## config.mk

```make
export PLATFORM = sky130hd
export DESIGN_NAME = song_sequencer
export DESIGN_NICKNAME = d
export VERILOG_FILES = /design/src/rtl/song_sequencer.sv
export SDC_FILE = /design/constraint.sdc
export NUM_CORES = 1
export LEC_CHECK = 0
export CORE_ASPECT_RATIO = 0.9
export CORE_UTILIZATION = 58
export DETAILED_ROUTE_END_ITERATION = 8
export GPL_ROUTABILITY_DRIVEN = 1
export PLACE_DENSITY_LB_ADDON = 0.15
export SETUP_SLACK_MARGIN = 0.15
export SLEW_MARGIN = 10
export SYNTH_ARGS = -nofsm -noshare
export SYNTH_HDL_FRONTEND = slang
export SYNTH_SLANG_ARGS = --single-unit
```

## constraint.sdc

```tcl
create_clock -name clk -period 2.3 [get_ports clk]
set_clock_uncertainty 0.15 [all_clocks]
set_input_delay 0.46 -clock clk [delete_from_list [all_inputs] [get_ports clk]]
set_output_delay 0.46 -clock clk [all_outputs]
set_load 0.005 [all_outputs]
```

## src/rtl/song_sequencer.sv

```systemverilog
// Note-ROM sequencer: steps a synchronous note ROM at a fixed tempo and presents the current 4-lane note.
// Build option: define SONG_LOOP_EN to wrap back to note 0 at the end of the song instead of entering DONE.
module song_sequencer #(
    parameter int TICKS_PER_STEP = 25_000_000,
    parameter int SONG_LEN       = 64,
    parameter int ADDR_W         = 6
) (
    input  logic              clk,
    input  logic              rst,
    input  logic              start,
    input  logic              pause,
    output logic [ADDR_W-1:0] rom_addr,
    input  logic [3:0]        rom_data,
    output logic [3:0]        song_data,
    output logic              step_tick,
    output logic              playing,
    output logic              song_done
);

    localparam int                CNT_W    = $clog2(TICKS_PER_STEP);
    localparam logic [CNT_W-1:0]  CNT_LAST = CNT_W'(TICKS_PER_STEP - 1);
    localparam logic [ADDR_W-1:0] LAST_IDX = ADDR_W'(SONG_LEN - 1);

`ifdef SONG_LOOP_EN
    localparam bit LOOP_EN = 1'b1;
`else
    localparam bit LOOP_EN = 1'b0;
`endif

    typedef enum logic [2:0] {
        S_IDLE,
        S_FETCH,
        S_PRIME,
        S_PLAY,
        S_DONE
    } state_t;

    state_t            r_state;
    logic [ADDR_W-1:0] r_rom_addr;
    logic [ADDR_W-1:0] r_cur_idx;
    logic [3:0]        r_song_data;
    logic [3:0]        r_prefetch;
    logic [CNT_W-1:0]  r_cnt;
    logic [1:0]        r_pf_pend;
    logic              r_step_tick;
    logic              r_playing;
    logic              r_song_done;

    logic              w_boundary;
    logic              w_last;
    logic [ADDR_W-1:0] w_addr_inc;

    assign w_boundary = (r_cnt == CNT_LAST);
    assign w_last     = (r_cur_idx == LAST_IDX);
    // The address after the last note wraps to 0 so note 0 is already prefetched when looping.
    assign w_addr_inc = (r_rom_addr == LAST_IDX) ? '0 : r_rom_addr + 1'b1;

    always_ff @(posedge clk) begin
        if (rst) begin
            r_state     <= S_IDLE;
            r_rom_addr  <= '0;
            r_cur_idx   <= '0;
            r_song_data <= '0;
            r_prefetch  <= '0;
            r_cnt       <= '0;
            r_pf_pend   <= '0;
            r_step_tick <= 1'b0;
            r_playing   <= 1'b0;
            r_song_done <= 1'b0;
        end else begin
            r_step_tick <= 1'b0;
            // ROM data is valid one cycle after an address update; capture it on the cycle after that.
            r_pf_pend   <= {r_pf_pend[0], 1'b0};
            if (r_pf_pend[1]) begin
                r_prefetch <= rom_data;
            end

            case (r_state)
                S_IDLE: begin
                    if (start) begin
                        r_state    <= S_FETCH;
                        r_rom_addr <= '0;
                    end
                end
                S_FETCH: begin
                    r_state <= S_PRIME;
                end
                S_PRIME: begin
                    // Note 0 arrives from the ROM this cycle and is presented directly.
                    r_state     <= S_PLAY;
                    r_prefetch  <= rom_data;
                    r_song_data <= rom_data;
                    r_step_tick <= 1'b1;
                    r_cnt       <= '0;
                    r_cur_idx   <= '0;
                    r_rom_addr  <= w_addr_inc;
                    r_pf_pend   <= 2'b01;
                    r_playing   <= ~pause;
                end
                S_PLAY: begin
                    r_playing <= ~pause;
                    if (!pause) begin
                        if (w_boundary) begin
                            r_cnt <= '0;
                            if (w_last && !LOOP_EN) begin
                                r_state     <= S_DONE;
                                r_song_data <= '0;
                                r_song_done <= 1'b1;
                                r_rom_addr  <= '0;
                                r_playing   <= 1'b0;
                            end else begin
                                r_step_tick <= 1'b1;
                                r_song_data <= r_prefetch;
                                r_rom_addr  <= w_addr_inc;
                                r_pf_pend   <= 2'b01;
                                r_cur_idx   <= w_last ? '0 : r_cur_idx + 1'b1;
                            end
                        end else begin
                            r_cnt <= r_cnt + 1'b1;
                        end
                    end
                end
                S_DONE: begin
                    if (start) begin
                        r_state     <= S_FETCH;
                        r_song_done <= 1'b0;
                    end
                end
                default: begin
                    r_state <= S_IDLE;
                end
            endcase
        end
    end

    assign rom_addr  = r_rom_addr;
    assign song_data = r_song_data;
    assign step_tick = r_step_tick;
    assign playing   = r_playing;
    assign song_done = r_song_done;

endmodule
```

==> metrics.txt <==
HP Class=reg -> reg; TritonRoute pass-1 iters=6; Initial Util=62.4%; filler cell count=292; outcome=complete, no violations; Reg area=1050 um2; Post-synth EDFFs=0; # nets final=384; CTS tree=yes; Period Utilization, post-route=93.5%; CTS Buffer Depth=2; ys flop type=dfxtp_1; global-route wire length before repair=10.6 mm; routed wire length=6.75 mm; yosys warns=0; Hold Buf Count CTS=0; most frequent cells in the layout=dfxtp_1 (45), buf_4 (40), nor2_1 (35), nand2_1 (31), nand3_1 (21); Avg Vias per Cell=6.19; Final Hold Viols=0; startpoint types=flip-flop; Cell Area, Synth=2630 um2; Post-DP HPWL=4.49 mm; root buffer cell=clkbuf_8; WP data required=2.36 ns; fraction of registers with async set/reset=0%; FMAX=0.465 GHz; crit path DAT=2.21 ns; crit-path max cell delay=0.48 ns; port bufs=20; gr usage total=28.4%; Worst Tran Pin Value=0.452 ns; n_diodes=0; dpl cell area=3080 um2; Ports=21; GPL Wtd Cong=0.819; synthesized net count=332; Cell variety after synth=50; Multi-input gate area=1590 um2; grt ovf=0; Slowest-stage cell, CP=dfxtp_1; DR iter-0 viols=185; slew margin rel.=69.8%; DR vias=2,687; vias in the first global route=2,286; initial antenna violation count=0; max_cap viols=0; Final ANT Viol Nets=0; Final Critical Period=2.15 ns; worst-path maximum fanout=5; commonest non-fill, non-tap cell in the layout=dfxtp_1; category of the most critical setup path=reg -> reg; RSZ-0062 raised after global routing=true; Power Density=530 nW/um2; Die Ht=65.9 um; DRC viols=0; CTS H-tree lvls=2; Leakage=0.00118 uW; final setup fails=0; Slew Viols, Final=0; Cells after Synth=321; row count=22; Core Area=4210 um2; Core Util, Final=79.6%; layout cells sized above 1=19.8%; mean post-synth cell area=8.19 um2; CTS clk-pin slew, worst paths=0.10 ns; clk_lat worst skew=0.30 ns; CP Capture Type=flip-flop; WL per Instance=15.6 um; worst r2r path cells=5; die area=4810 um2; Layout area overhead=27.5%; largest net degree at the start of global routing=22; CP cell instances=nand3_1, nor4_4, nand4_1, or4_1, a31oi_1; Die X=73.0 um; reg2reg start=r_cnt[6]; clk sinks=52; sequential area share after synthesis=39.6%; Crit. Startpoint=r_cnt[6]; final non-filler cell area=3350 um2; Hold Path Depth=2; Peak VDD IR=0.000483 V; hold path start=r_prefetch[3]; CTS buffer count=5; Yosys reg bits=52
power breakdown:
| group | switching (uW) | leakage (uW) | total, uW | internal [uW] |
|---|---|---|---|---|
| registers | 20.3 | 0.000424 | 942 | 922 |
| clock network | 294 | 0.0000541 | 617 | 322 |
| logic | 116 | 0.000706 | 218 | 103 |
| total | 430 | 0.00118 | 1780 | 1350 |
stage by stage:
| step | total power (uW) | TNS (ns) | setup WS [ns] | hold slack (ns) | instances |
|---|---|---|---|---|---|
| after floorplan | 1070 | 0 | 0.196 | 0.282 | 321 |
| after global placement | 1160 | -0.540 | -0.0719 | 0.294 | 418 |
| after detailed placement | 1160 | -1.07 | -0.104 | 0.302 | 418 |
| after CTS | 1770 | 0 | 0.138 | 0.315 | 426 |
| after global routing | 1850 | 0 | 0.0628 | 0.350 | 434 |
| final | 1780 | 0 | 0.150 | 0.311 | 434 |
sequential cells by signal (all words and copies together) (netlist names):
| name | count |
|---|---|
| r_cnt | 25 |
| r_cur_idx | 6 |
| rom_addr | 6 |
| r_prefetch | 4 |
| song_data | 4 |
| r_state | 3 |
| r_pf_pend | 2 |
| playing | 1 |
| song_done | 1 |
area by class of cell:
class	instances	share of cell area (%)
sequential	52	31.3
clock inverter	3	1.27
timing repair buffer	60	15.0
tap	60	2.24
inverter	6	0.672
clock buffer	5	2.05
multi-input combinational	248	47.4
synth_stat cells (3+ instances only):
cell type   n  area [um2]
o211ai_1    5        37.5
xor2_1      4        35.0
nor4_1      7        43.8
a2bb2oi_1   4        35.0
and4_1      4        35.0
or4b_1      3        30.0
a31oi_1     6        37.5
nand4_1    12        75.1
dfxtp_1    52        1040
ha_1        3        37.5
nand2_1    31         116
nor3_1      7        35.0
buf_2       4        20.0
xnor2_1    11        96.3
clkbuf_1   10        37.5
nor2b_1     3        18.8
o21ai_0    13        65.1
nor2_1     35         131
o31ai_1     5        37.5
and3_1      8        50.1
a311oi_1    5        43.8
inv_1       6        22.5
nand3_1    22         110
a21oi_1    20         100
or4_1       8        60.1
or3_1       4        25.0
logic make-up after synthesis:
logic type	share of synthesized area, %
XOR/XNOR	5.00
AO/OA/AOI/OAI	17.2
adder cells (fa/ha/maj)	1.43
buffers and inverters	3.43
flip-flops	39.6
AND/OR/NAND/NOR	32.9
multiplexers	0.381
path summary, 6_finish.rpt:
check,end,slack (ns)
worst min-delay path,r_prefetch[3],0.31
worst min register to register,r_prefetch[3],0.31
worst max register to register,r_cnt[23],0.15
worst max-delay path,r_cnt[23],0.15
timing repair:
| action | CTS | global route |
|---|---|---|
| endpoints found under the setup margin | 8 | 31 |
| gates resized for setup | 3 | 23 |
| cloned | 0 | 1 |
| setup buffers | 0 | 7 |
| pin swaps | 0 | 8 |
critical path, delay by kind of cell, from the launching register on:
family          cells  cell delay, ns
simple gates        4            1.17
flops               1            0.48
compound gates      1            0.26
metal layers:
layer	up-vias	global-route usage [%]	routed length (um)	part of all wire, %
met1	1276	41.7	3250	48
met5	-	0	0	0
li1	1301	-	-	-
met3	16	5.79	344	5.1
met4	0	7.35	110	1.6
met2	94	41.9	3050	45
(Power assumes the default switching activity.)
